[config.mk]
export PLATFORM = sky130hd
export DESIGN_NAME = fetch_pc_unit_flat
export DESIGN_NICKNAME = d
export VERILOG_FILES = /design/src/rtl/fetch_pc_unit_if.sv /design/src/rtl/fetch_pc_unit.sv /design/src/flat_wrapper.sv
export SDC_FILE = /design/constraint.sdc
export NUM_CORES = 1
export LEC_CHECK = 0
export ABC_CLOCK_PERIOD_IN_PS = 2190
export CAP_MARGIN = 40
export CORE_ASPECT_RATIO = 1.2
export CORE_UTILIZATION = 43
export CTS_CLUSTER_SIZE = 14
export DETAILED_ROUTE_END_ITERATION = 16
export GPL_ROUTABILITY_DRIVEN = 0
export PLACE_DENSITY = 0.79
export REMOVE_ABC_BUFFERS = 1
export SLEW_MARGIN = 25
export SYNTH_ARGS = -nofsm -noshare
export SYNTH_HDL_FRONTEND = slang
export SYNTH_SLANG_ARGS = --single-unit
[constraint.sdc]
create_clock -name clk -period 2.19 [get_ports clk]
set_input_delay 0.438 -clock clk [delete_from_list [all_inputs] [get_ports clk]]
set_output_delay 0.438 -clock clk [all_outputs]
set_load 0.005 [all_outputs]
[src/rtl/fetch_pc_unit_if.sv]
// ---------------------------------------------------------------------------
// fetch_pc_unit_if
//   Bundles the fetch unit's control, redirect, instruction-memory and IF/ID
//   signals.
//
//   master : the surrounding core side (hazard unit, ID/EX redirects, imem).
//            It drives stall/branch/jump/imem_rdata.
//   slave  : the fetch_pc_unit itself. It drives imem_addr, the IF/ID
//            register outputs and misalign_err.
// ---------------------------------------------------------------------------
interface fetch_pc_unit_if;
  logic        stall;
  logic        branch_taken;
  logic [31:0] branch_target;
  logic        jump_en;
  logic [31:0] jump_target;
  logic [31:0] imem_rdata;
  logic [31:0] imem_addr;
  logic [31:0] ifid_instr;
  logic [31:0] ifid_pc_plus4;
  logic        ifid_valid;
  logic        misalign_err;

  modport master (
    output stall, branch_taken, branch_target, jump_en, jump_target, imem_rdata,
    input  imem_addr, ifid_instr, ifid_pc_plus4, ifid_valid, misalign_err
  );

  modport slave (
    input  stall, branch_taken, branch_target, jump_en, jump_target, imem_rdata,
    output imem_addr, ifid_instr, ifid_pc_plus4, ifid_valid, misalign_err
  );
endinterface

[src/rtl/fetch_pc_unit.sv]
// ---------------------------------------------------------------------------
// fetch_pc_unit
//   IF-stage program counter plus the IF/ID pipeline register.
//
//   Next PC is selected with this priority:
//     1. taken EX branch
//     2. hazard stall
//     3. ID jump
//     4. sequential PC+4
//   The instruction-memory address is the current PC, driven combinationally.
//
//   Ports
//     clk    : rising-edge clock
//     rst_n  : synchronous active-low reset
//     bus    : fetch_pc_unit_if.slave
//              - inputs:  stall, branch_taken/target, jump_en/target, imem_rdata
//              - outputs: imem_addr, ifid_instr, ifid_pc_plus4, ifid_valid,
//                         misalign_err
// ---------------------------------------------------------------------------
module fetch_pc_unit #(
  parameter logic [31:0] RESET_PC  = 32'h0000_0000,
  parameter logic [31:0] NOP_INSTR = 32'h0000_0000
) (
  input  logic          clk,
  input  logic          rst_n,
  fetch_pc_unit_if.slave bus
);

  logic [31:0] pc_q,    pc_d;
  logic [31:0] instr_q, instr_d;
  logic [31:0] pc4_q,   pc4_d;
  logic        valid_q, valid_d;
  logic        mis_q,   mis_d;
  logic [31:0] pc_plus4;

  // Redirect targets are word-aligned before being loaded into the PC.
  function automatic logic [31:0] align_word(input logic [31:0] addr);
    return {addr[31:2], 2'b00};
  endfunction

  // Wraps modulo 2^32 naturally.
  assign pc_plus4 = pc_q + 32'd4;

  always_comb begin
    pc_d    = pc_q;
    instr_d = instr_q;
    pc4_d   = pc4_q;
    valid_d = valid_q;
    mis_d   = 1'b0;
    if (bus.branch_taken) begin
      // A taken branch wins over stall: the stalled ID instruction is
      // wrong-path anyway.
      pc_d    = align_word(bus.branch_target);
      instr_d = NOP_INSTR;
      pc4_d   = 32'd0;
      valid_d = 1'b0;
      mis_d   = |bus.branch_target[1:0];
    end else if (bus.stall) begin
      // Hold everything. A jump in ID stays there and is re-presented after
      // the stall clears, so it is ignored here.
    end else if (bus.jump_en) begin
      pc_d    = align_word(bus.jump_target);
      instr_d = NOP_INSTR;
      pc4_d   = 32'd0;
      valid_d = 1'b0;
      mis_d   = |bus.jump_target[1:0];
    end else begin
      pc_d    = pc_plus4;
      instr_d = bus.imem_rdata;
      pc4_d   = pc_plus4;
      valid_d = 1'b1;
    end
  end

  // IF/ID pipeline register boundary
  always_ff @(posedge clk) begin
    if (!rst_n) begin
      pc_q    <= RESET_PC;
      instr_q <= NOP_INSTR;
      pc4_q   <= 32'd0;
      valid_q <= 1'b0;
      mis_q   <= 1'b0;
    end else begin
      pc_q    <= pc_d;
      instr_q <= instr_d;
      pc4_q   <= pc4_d;
      valid_q <= valid_d;
      mis_q   <= mis_d;
    end
  end

  assign bus.imem_addr     = pc_q;
  assign bus.ifid_instr    = instr_q;
  assign bus.ifid_pc_plus4 = pc4_q;
  assign bus.ifid_valid    = valid_q;
  assign bus.misalign_err  = mis_q;

endmodule
[src/flat_wrapper.sv]
// flat-port wrapper written by rule: the top's interface ports become plain ports
module fetch_pc_unit_flat 
#(
  parameter logic [31:0] RESET_PC  = 32'h0000_0000,
  parameter logic [31:0] NOP_INSTR = 32'h0000_0000
)
  (clk, rst_n, bus_stall, bus_branch_taken, bus_branch_target, bus_jump_en, bus_jump_target, bus_imem_rdata, bus_imem_addr, bus_ifid_instr, bus_ifid_pc_plus4, bus_ifid_valid, bus_misalign_err);
  fetch_pc_unit_if bus_i ();
  input  logic clk;
  input  logic rst_n;
  input wire logic [$bits(bus_i.stall)-1:0] bus_stall;
  input wire logic [$bits(bus_i.branch_taken)-1:0] bus_branch_taken;
  input wire logic [$bits(bus_i.branch_target)-1:0] bus_branch_target;
  input wire logic [$bits(bus_i.jump_en)-1:0] bus_jump_en;
  input wire logic [$bits(bus_i.jump_target)-1:0] bus_jump_target;
  input wire logic [$bits(bus_i.imem_rdata)-1:0] bus_imem_rdata;
  output wire logic [$bits(bus_i.imem_addr)-1:0] bus_imem_addr;
  output wire logic [$bits(bus_i.ifid_instr)-1:0] bus_ifid_instr;
  output wire logic [$bits(bus_i.ifid_pc_plus4)-1:0] bus_ifid_pc_plus4;
  output wire logic [$bits(bus_i.ifid_valid)-1:0] bus_ifid_valid;
  output wire logic [$bits(bus_i.misalign_err)-1:0] bus_misalign_err;
  assign bus_i.stall = bus_stall;
  assign bus_i.branch_taken = bus_branch_taken;
  assign bus_i.branch_target = bus_branch_target;
  assign bus_i.jump_en = bus_jump_en;
  assign bus_i.jump_target = bus_jump_target;
  assign bus_i.imem_rdata = bus_imem_rdata;
  assign bus_imem_addr = bus_i.imem_addr;
  assign bus_ifid_instr = bus_i.ifid_instr;
  assign bus_ifid_pc_plus4 = bus_i.ifid_pc_plus4;
  assign bus_ifid_valid = bus_i.ifid_valid;
  assign bus_misalign_err = bus_i.misalign_err;
  fetch_pc_unit #(.RESET_PC(RESET_PC), .NOP_INSTR(NOP_INSTR)) u_core (.clk(clk), .rst_n(rst_n), .bus(bus_i));
endmodule
## After elaboration in Yosys (flattened, before gate mapping)

Cells that the tools add are included.

- Output and inout port bits: 98
- Flip-flop bits (word level): 98
- Bits of input ports: 101

- Reduce and logical (&&, ||, !) cells: 3
- Equal/unequal tests: 1
- Bitwise operators: 1
- Mux-type cells: 9
- Add/sub/neg operators: 1

Operators with widths:

| operator | count |
|---|---|
| two-way mux 32 bit | 5 |
| adder 32 x 3 -> 32 bit (second input constant) | 1 |
| OR reduction 2 bit | 3 |
| two-way mux 1 bit | 4 |
| inequality test 2 x 1 -> 1 bit (second input constant) | 1 |
| inverter 1 bit | 1 |

## Logic depth before layout (Yosys ltp)

Gate-level depths: netlist of the first run.

- Depth in word-level cells: 4
- Mapped depth: 7

## Worst setup path after synthesis of the first run

No wires, ideal clock.

- Kind: register to register
- From: reg u_core.pc_q[2] (netlist: u_core.bus.imem_addr[2])
- To: reg u_core.pc_q[16] (netlist: u_core.bus.imem_addr[16])
- Data arrival time: 1.771 ns
- Path slack: 0.302 ns
- Data required time: 2.072 ns
- Cell stages (with the launch flop): 7
- Library setup time: 0.118 ns
- Cells stage by stage: dfxtp_1 -> ha_1 -> nand4_2 -> or4_4 -> o21ai_1 -> o211ai_1 -> o2111a_1

- Longest elaborated chain between the ends: 4

Ends and longest elaborated chain:

| element | RTL line | text |
|---|---|---|
| start, declared | fetch_pc_unit.sv:29 | `logic [31:0] pc_q, pc_d;` |
| start signal, assigned | fetch_pc_unit.sv:84 | `pc_q <= pc_d;` |
| adder 32 x 3 -> 32 bit | fetch_pc_unit.sv:42 | `assign pc_plus4 = pc_q + 32'd4;` |
| two-way mux 32 bit | fetch_pc_unit.sv:61 | `end else if (bus.jump_en) begin` |
| two-way mux 32 bit | fetch_pc_unit.sv:58 | `end else if (bus.stall) begin` |
| two-way mux 32 bit | fetch_pc_unit.sv:50 | `if (bus.branch_taken) begin` |

Every way passes these cells. The select of a mux whose other input is x is not followed.
A chain may end at the register's enable or synchronous reset.

## Worst setup path after layout of the first run

- From: reg u_core.pc_q[11] (netlist: u_core.bus.imem_addr[11])
- To: reg u_core.pc_q[29] (netlist: u_core.bus.imem_addr[29])

The elaborated chain is that of the path after synthesis.

==> flow_metrics.env, run 1 <==
export IMPL_min_path_type="flop to flop"
export IMPL_fin_crit_ns=2.00
export IMPL_met2_usage=0.464
export IMPL_fp_dieArea_um2=11100
export IMPL_slew_headroom=0.571
export IMPL_yosys_cell_count_top_type="dfxtp_1"
export IMPL_start_kind="flop"
export IMPL_hold_viol_final=0
export IMPL_gr_max_usage_layer="met2"
export IMPL_rr_startpoint="u_core.bus.imem_addr[11]$_SDFFE_PN0P_"
export IMPL_grt_max_degree=35
export IMPL_cts_buffers=9
export IMPL_synth_common_cells="96 x dfxtp_1, 62 x nor2_1, 56 x o21ai_0"
export IMPL_path_clk_slew_ns=0.06
export IMPL_antenna_left=0
export IMPL_ys_top_cells_by_area="dfxtp_1 42%, a22oi_1 6.4%, o21ai_0 6.1%"
export IMPL_final_setup_skew_ns=0.00326
export IMPL_timing_hold_ws_ns=0.449
export IMPL_grt_pass1_vias=4841
export IMPL_critPathRequiredTime_ns=2.41
export IMPL_hpwlAfterDp_um=11000
export IMPL_slowest_stage="nor4_4"
export IMPL_use_met1=0.329
export IMPL_die_h_um=115
export IMPL_grt_first_pass_wirelength_um=23400
export IMPL_synth_warning_count=0
export IMPL_tns_ns=0
export IMPL_drt_wl_total_um=14900
export IMPL_path_cells="nand4_4 > nor4_4 > nand4_1 > xor2_1 > o21ai_1"
export IMPL_clk_path_buf_depth=2
export IMPL_cts_root_buffer="clkbuf_16"
export IMPL_placedInstanceArea_um2=6700
export IMPL_drt_iter0_drc=261
export IMPL_avgSynthCellArea_um2=8.13
export IMPL_ys_ff_latch=96
export IMPL_netlist_instances=564
export IMPL_synth_async_sr_flop_share=0
export IMPL_io_buffer_count=198
export IMPL_io_pins=199
export IMPL_detail_route_first_pass_iterations=4
export IMPL_grt_use_met3=0.0496
export IMPL_leakage_nw=2.56
export IMPL_layout_nets=848
export IMPL_yosysTopAreaCell="dfxtp_1"
export IMPL_rows=40
export IMPL_outcome="finished clean"
export IMPL_grt_total_usage=0.272
export IMPL_synth_main_ff_cell="dfxtp_1"
export IMPL_crit_path_end_kind="flop"
export IMPL_cap_violations=0
export IMPL_postLayoutCoreUtil=0.682
export IMPL_ir_drop_mv=0.353
export IMPL_fp_dieW_um=96.3
export IMPL_netlist_area_um2=4580
export IMPL_max_stage_delay_ns=0.59
export IMPL_n_antenna_cell=0
export IMPL_cp_startpoint="u_core.bus.imem_addr[11]$_SDFFE_PN0P_"
export IMPL_core_um2=10200
export IMPL_worstHoldStart="u_core.bus.ifid_pc_plus4[25]$_SDFFE_PP0N_"
export IMPL_area_delta_synth_final_pct=52.0
export IMPL_fmax_mhz=500
export IMPL_synth_edff_count=0
export IMPL_arrival_ns=2.22
export IMPL_synth_top_cell_area_share=0.419
export IMPL_design_area_um2=6970
export IMPL_wl_per_cell_um=17.0
export IMPL_drv_slew=0
export IMPL_post_cts_buffers=0
export IMPL_cts_repair_resized=0
export IMPL_worst_slew_pin_slew_ns=0.637
export IMPL_drt_vias_per_instance=5.60
export IMPL_drc_errors=0
export IMPL_cts_hold_buf=0
export IMPL_drive_gt1_frac=0.0746
export IMPL_criticalPathCategory="flop to flop"
export IMPL_synth_cell_types=54
export IMPL_fin_total_pwr_mw=4.03
export IMPL_clock_latency_ns=0.34
export IMPL_antenna_found_initial=0
export IMPL_clock_sinks=96
export IMPL_power_density_nw_per_um2=578
export IMPL_cts_tree="built"
export IMPL_path_max_fanout=8
export IMPL_start_util=0.449
export IMPL_timing_final_crit_share=0.914
export IMPL_setup_violations=0
export IMPL_grt_ovfl_total=0
export IMPL_rsz0062_at_grt="no"
export IMPL_yosysSeqAreaShare=0.419
export IMPL_h_tree_depth=3
export IMPL_num_vias=4915
cell type report:
| cell class | count | area [um2] |
|---|---|---|
| Multi-Input combinational cell | 405 | 2410 |
| Inverter | 9 | 33.8 |
| Clock inverter | 3 | 17.5 |
| Sequential cell | 96 | 1920 |
| Clock buffer | 13 | 250 |
| Timing Repair Buffer | 225 | 2170 |
| Fill cell | 848 | 3240 |
| Tap cell | 126 | 158 |
cell usage in the layout (no fill, tap or decap), drive strengths merged, types with 6 or more instances in the layout:
cell           synthesis  final
clkdlybuf4s50          0    196
dfxtp                 96     96
nor2                  62     62
o21ai                 61     61
nand2                 54     54
a21oi                 47     47
a22oi                 39     39
buf                   21     29
nand3                 17     17
xor2                  15     15
clkbuf                33     13
o211ai                10     10
nor3                  10     10
nand4                 10     10
inv                    9      9
xnor2                  9      9
and3                   7      7
o22ai                  7      7
a221o                  6      6
metal layers:
| metal | part of all wire | vias to the layer above |
|---|---|---|
| met1 | 0.40 | 2300 |
| met3 | 0.072 | 26 |
| met2 | 0.50 | 204 |
| met5 | 0 | - |
| met4 | 0.023 | 0 |
| li1 | - | 2385 |
metrics by stage:
stage / cells / worst slack (ns)
finish: 877 / 0.188
global route: 877 / 0.0279
CTS: 877 / 0.189
detailed placement: 861 / 0.0958
global placement: 861 / 0.167
floorplan: 510 / -0.394
worst paths after layout:
check	endpoint	slack (ns)	depth (start not counted)
hold / removal	u_core.bus.ifid_pc_plus4[25]$_SDFFE_PP0N_	0.45	2
setup reg to reg	u_core.bus.imem_addr[29]$_SDFFE_PN0P_	0.19	5
hold reg to reg	u_core.bus.ifid_pc_plus4[25]$_SDFFE_PP0N_	0.45	2
setup / recovery	u_core.bus.imem_addr[29]$_SDFFE_PN0P_	0.19	5
logic make-up after synthesis:
group,count (synthesis),synth area share
AOI/OAI and AO/OA,192,0.261
and+or+nand+nor,183,0.204
DFF,96,0.419
buffers and inverters,63,0.0568
xor gates and xnor gates,24,0.0459
muxes,5,0.0112
adders and majority gates,1,0.00273
sequential cells by signal (all words and copies together), names as in the netlist:
register                  cells
u_core.bus.misalign_err       1
u_core.bus.ifid_pc_plus4     32
u_core.bus.imem_addr         30
u_core.bus.ifid_instr        32
u_core.bus.ifid_valid         1
worst max-delay path, delay by kind of cell (launching register included):
family,cells,cell delay (ns)
flip-flops,1,0.53
AO/OA/AOI/OAI,1,0.09
AND/OR/NAND/NOR,3,1.03
XOR/XNOR,1,0.24
power breakdown:
group | internal [mW] | leakage [nW] | total, mW | switching (mW)
sequential | 1.81 | 0.782 | 1.89 | 0.0832
clock | 0.799 | 0.130 | 1.44 | 0.645
combinational | 0.398 | 1.65 | 0.696 | 0.298
total | 3.00 | 2.56 | 4.03 | 1.03
No activity file was read; power rests on OpenSTA's default activity.
==> inputs of run 2 (changes only) <==
Settings changed: CELL_PAD_IN_SITES_DETAIL_PLACEMENT set to 0, CELL_PAD_IN_SITES_GLOBAL_PLACEMENT set to 1, CORE_UTILIZATION 43 to 30, GPL_ROUTABILITY_DRIVEN 0 to unset.
==> run 2 against run 1 <==
Compared with the run above: sequential cell count stayed put; global-route usage is 7.6 points lower; combinational power hardly changed; power is 4.2% higher; worst setup slack better by 0.035 ns; largest cell class unchanged; wire length is 4.3% higher.
==> flow_metrics.env, run 2 (synthesis gave the netlist of run 1 again) <==
export IMPL_antenna_found_initial=0
export IMPL_multi_input_area_um2=2410
export IMPL_die_h_um=137
export IMPL_grt_pass1_vias=4628
export IMPL_seqPwrFrac=0.450
export IMPL_cts_hold_buf=0
export IMPL_arrival_ns=2.20
export IMPL_p_switching_mw=1.05
export IMPL_design_area_um2=7120
export IMPL_cp_num_buf_inv=0
export IMPL_start_util=0.306
export IMPL_slew_headroom=0.625
export IMPL_n_antenna_cell=0
export IMPL_path_clk_slew_ns=0.07
export IMPL_drive_gt1_frac=0.0797
export IMPL_setup_violations=0
export IMPL_area_delta_synth_final_pct=55.4
export IMPL_antenna_left=0
export IMPL_power_frac_clock=0.384
export IMPL_drt_iter0_drc=278
export IMPL_final_setup_skew_ns=0.00625
export IMPL_tns_ns=0
export IMPL_regArea_um2=1920
export IMPL_grt_first_pass_wirelength_um=24000
export IMPL_path_max_fanout=6
export IMPL_path_cells="ha_1 > nand4_2 > or4_4 > o21ai_1 > o211ai_1 > o2111a_1"
export IMPL_fp_dieArea_um2=15800
export IMPL_cap_violations=0
export IMPL_io_buffer_count=198
export IMPL_rows=49
export IMPL_drt_vias_per_instance=5.03
export IMPL_detail_route_first_pass_iterations=5
export IMPL_drt_wl_total_um=15500
export IMPL_p_sw_frac=0.249
export IMPL_crit_family="simple AND/OR/NAND/NOR gates"
export IMPL_fmax_mhz=508
export IMPL_min_path_type="flop to flop"
export IMPL_cts_tree="built"
export IMPL_io_pins=199
export IMPL_hold_viol_final=0
export IMPL_top_layer_used="met4"
export IMPL_grt_max_degree=42
export IMPL_cts_buffers=9
export IMPL_drv_slew=0
export IMPL_p_int_mw=3.15
export IMPL_fin_total_pwr_mw=4.20
export IMPL_wl_per_cell_um=16.2
export IMPL_crit_path_end_kind="flop"
export IMPL_final_cells=957
export IMPL_h_tree_depth=3
export IMPL_wl_met1_um=6510
export IMPL_placedInstanceArea_um2=6820
export IMPL_dr_wl_met3_um=898
export IMPL_layout_nets=850
export IMPL_outcome="finished clean"
export IMPL_ir_drop_mv=0.314
export IMPL_place_gp_congestion=0.814
export IMPL_num_vias=4816
export IMPL_cts_root_buffer="clkbuf_16"
export IMPL_drc_errors=0
export IMPL_criticalPathCategory="flop to flop"
export IMPL_rsz0062_at_grt="no"
export IMPL_timing_hold_ws_ns=0.454
export IMPL_mostFrequentLayoutCells="195 x clkdlybuf4s50_1, 96 x dfxtp_1, 61 x nor2_1"
export IMPL_fillers=1498
export IMPL_clk_path_buf_depth=2
export IMPL_cts_repair_resized=0
export IMPL_fin_crit_ns=1.97
export IMPL_fp_dieW_um=115
export IMPL_grt_ovfl_total=0
export IMPL_mostFrequentLayoutCell="clkdlybuf4s50_1"
export IMPL_leakage_nw=2.60
export IMPL_timing_final_crit_share=0.898
export IMPL_met2_length_um=7750
export IMPL_hpwlAfterDp_um=11500
export IMPL_grt_total_usage=0.196
export IMPL_p_comb_frac=0.166
export IMPL_core_um2=15000
export IMPL_power_density_nw_per_um2=590
export IMPL_clock_latency_ns=0.34
export IMPL_slowest_stage="or4_4"
export IMPL_worst_slew_pin_slew_ns=0.562
export IMPL_max_stage_delay_ns=0.57
export IMPL_critPathRequiredTime_ns=2.42
export IMPL_placed_cells=941
export IMPL_clock_sinks=96
export IMPL_post_cts_buffers=0
export IMPL_start_kind="flop"
-- run 2: cell types whose count changed in the layout (fill, tap and decap cells not counted) --
cell	before	now
clkbuf_1	3	2
bufinv_16	0	1
clkdlybuf4s50_1	196	195
buf_12	0	1
buf_4	27	29
clkbuf_8	1	2
clkinvlp_4	1	0
-- run 2: worst min-delay path, delay by kind of cell (launching register included) --
family | cells | cell delay [ns]
and+or+nand+nor | 1 | 0.05
AOI/OAI and AO/OA | 1 | 0.05
DFF | 1 | 0.31
-- run 2: path summary, 6_finish.rpt --
path / start / slack (ns) / to / cells after the start
max reg2reg: u_core.bus.imem_addr[2]$_SDFFE_PN0P_ / 0.22 / u_core.bus.imem_addr[16]$_SDFFE_PN0P_ / 6
min: u_core.bus.ifid_pc_plus4[29]$_SDFFE_PP0N_ / 0.45 / u_core.bus.ifid_pc_plus4[29]$_SDFFE_PP0N_ / 2
max: u_core.bus.imem_addr[2]$_SDFFE_PN0P_ / 0.22 / u_core.bus.imem_addr[16]$_SDFFE_PN0P_ / 6
min reg2reg: u_core.bus.ifid_pc_plus4[29]$_SDFFE_PP0N_ / 0.45 / u_core.bus.ifid_pc_plus4[29]$_SDFFE_PP0N_ / 2
-- run 2: power groups by stage --
stage               clock network (mW)  registers (mW)  logic (mW)
floorplan                            0            1.92       0.220
global placement                     0            1.93       0.689
detailed placement                   0            1.93       0.700
CTS                               1.64            1.89       0.703
global route                      1.71            1.90       0.761
finish                            1.61            1.89       0.697
-- run 2: per-layer routing --
metal	up-vias	global-route usage
met5	-	0
met4	0	0.0801
met3	23	0.0317
met2	162	0.347
met1	2238	0.236
li1	2393	-
-- run 2: final cells by class --
type | instances | share of cell area
well taps | 204 | 0.0358
clock buffers | 13 | 0.0365
flip-flops and latches | 96 | 0.270
clock inverters | 3 | 0.00562
inverters | 9 | 0.00474
multi-input cells | 405 | 0.339
repair buffers | 227 | 0.309
-- run 2: through the flow --
stage               setup WS [ns]   util
floorplan                  -0.394      -
global placement            0.234  0.456
detailed placement          0.130  0.456
CTS                         0.216  0.476
global route               0.0141  0.476
finish                      0.223  0.476
==> RTL change (config.mk and constraints of run 1) <==
`pc4_q` no longer has a reset.
--- a/src/rtl/fetch_pc_unit.sv
+++ b/src/rtl/fetch_pc_unit.sv
@@ -77,16 +77,18 @@
     if (!rst_n) begin
       pc_q    <= RESET_PC;
       instr_q <= NOP_INSTR;
-      pc4_q   <= 32'd0;
       valid_q <= 1'b0;
       mis_q   <= 1'b0;
     end else begin
       pc_q    <= pc_d;
       instr_q <= instr_d;
-      pc4_q   <= pc4_d;
       valid_q <= valid_d;
       mis_q   <= mis_d;
     end
+  end
+
+  always_ff @(posedge clk) begin
+    pc4_q <= pc4_d;
   end
 
   assign bus.imem_addr     = pc_q;
Formal check against the unedited RTL: not equivalent (Yosys sat finds a counterexample within 4 cycles, from zero or initial values and one cycle with rst_n low).
==> RTL change against run 1 <==
Synthesized area shrank 4.9%; total power up 11%; setup slack worse by 79 ps; wire length is 0.88% lower; sequential share of layout area is 0.19 points higher; hold slack worse by 9.2 ps; sequential cell count up 2; clock skew increased by 4.3 ps; design area rose by 1.7%; critical path depth grew 2; first-iteration DRC count fell by 7.7%; largest cell class is now non-clock buffers; highest routed layer unchanged.
==> RTL change: results (changes against run 1) <==
The detailed-routed wire length on met2 came out at 7334 um (-1.9%). The data arrival time of the worst path came out at 2370 ps (+150 ps). The detailed-route wire length per cell is 17.31 um (+2.0%). The share of the synthesized area in compound gates (AO/OA/AOI/OAI) came out at 27.64% (+1.6 points).

The run finished with clean final reports. The largest voltage drop on the vdd net was 0.5638 mV (+60%). The pre-CTS setup slack came to 5.625 ps (-90.15 ps). The endpoint of the worst-slack reg-to-reg timing path is u_core.bus.imem_addr[18]. The cell with the biggest individual delay on the critical path is sky130_fd_sc_hd__or4_1. The total iterations of the first detailed-routing run came out at 6 (+2). For hold timing, the worst endpoint is u_core.bus.ifid_pc_plus4[14]. The total met3 wirelength after detailed routing came out at 1437 um (+34%).

The internal reg-to-reg setup slack is 110 ps (-80 ps). The leakage dissipation was 2.706 nW (+5.7%). The first-iteration detailed-routing DRC count is 241 (-7.7%). The worst hold path begins at u_core.bus.ifid_pc_plus4[14].

The hold slack came to 440.0 ps (-9.239 ps). By count the netlist is led by sky130_fd_sc_hd__dfxtp_1, sky130_fd_sc_hd__a22oi_1, sky130_fd_sc_hd__nor2_1. In the post-synthesis netlist, the biggest area contributors are sky130_fd_sc_hd__dfxtp_1, sky130_fd_sc_hd__a22oi_1, sky130_fd_sc_hd__o21ai_0, sky130_fd_sc_hd__nor2_1, sky130_fd_sc_hd__nand2_1.

The post-synthesis sequential area ratio came out at 45.01% (+3.1 points). The adder and majority cell fraction of the synthesized area was 0.2870% (+0.014 points). The delay of the slowest cell on the worst path is 520 ps (-70 ps). The placed wire-length estimate is 10900 um (-1.2%). The number of distinct library cell variants in the gate-level netlist after synthesis was 50 (-7.4%). The highest fanout seen on the critical path was 15 (+7).

The number of global-route vias before repair came out at 4911 (+1.4%). The global-route wire length before repair came out at 23760 um (+1.7%). The total track usage was 28.53% (+1.3 points). The pin count of the biggest net entering global routing is 37 (+5.7%).

The number of vias per cell after detailed routing was 5.682 (+1.4%). The total via count after detailed routing is 4841 (-1.5%).
[RTL change: final cells by class]
| class | count | area (um^2) |
|---|---|---|
| multi-input combinational | 365 | 2225 |
| fill | 732 | 2579 |
| clock buffer | 10 | 239.0 |
| sequential | 98 | 1967 |
| timing repair buffer | 246 | 2370 |
| clock inverter | 6 | 113.9 |
| tap | 123 | 153.9 |
| inverter | 4 | 15.01 |
[RTL change: tightest hold or removal path, cell delays in order (launching register included)]
cell and delay [ps]:
sky130_fd_sc_hd__dfxtp_1 310, sky130_fd_sc_hd__nand2_1 50, sky130_fd_sc_hd__nand2_1 40
[RTL change: cell families (layout without fill, tap and decap cells)]
kind of cell    after synthesis  count (layout)
flops                        98              98
fa+ha+maj                     1               1
mux                           2               2
compound gates              175             175
xor+xnor                     15              15
simple gates                172             172
buf+inv                      50             266
[RTL change: power by group]
part	total, mW	switching (mW)	internal (mW)
registers	1.90	0.0541	1.85
clock network	1.84	0.694	1.15
logic	0.736	0.302	0.434
[RTL change: worst max path at each step]
stage | start | to | slack, ps | depth (start not counted)
6_report | u_core.bus.imem_addr[2] | u_core.bus.imem_addr[18] | 110 | 7
5_1_grt | u_core.bus.imem_addr[3] | u_core.bus.imem_addr[18] | 0.1 | 7
4_1_cts | u_core.bus.imem_addr[3] | u_core.bus.imem_addr[26] | 30 | 7
3_5_place_dp | u_core.bus.imem_addr[4] | u_core.bus.imem_addr[31] | 6 | 5
3_3_place_gp | u_core.bus.imem_addr[4] | u_core.bus.imem_addr[31] | 80 | 5
2_1_floorplan | bus_stall | u_core.bus.imem_addr[17] | -770 | 4
[RTL change: routing by layer]
layer / global-route usage (%) / vias up
li1: - / 2292
met1: 32.09 / 2298
met2: 50.95 / 231
met3: 8.266 / 20
met4: 9.333 / 0
met5: 0 / -
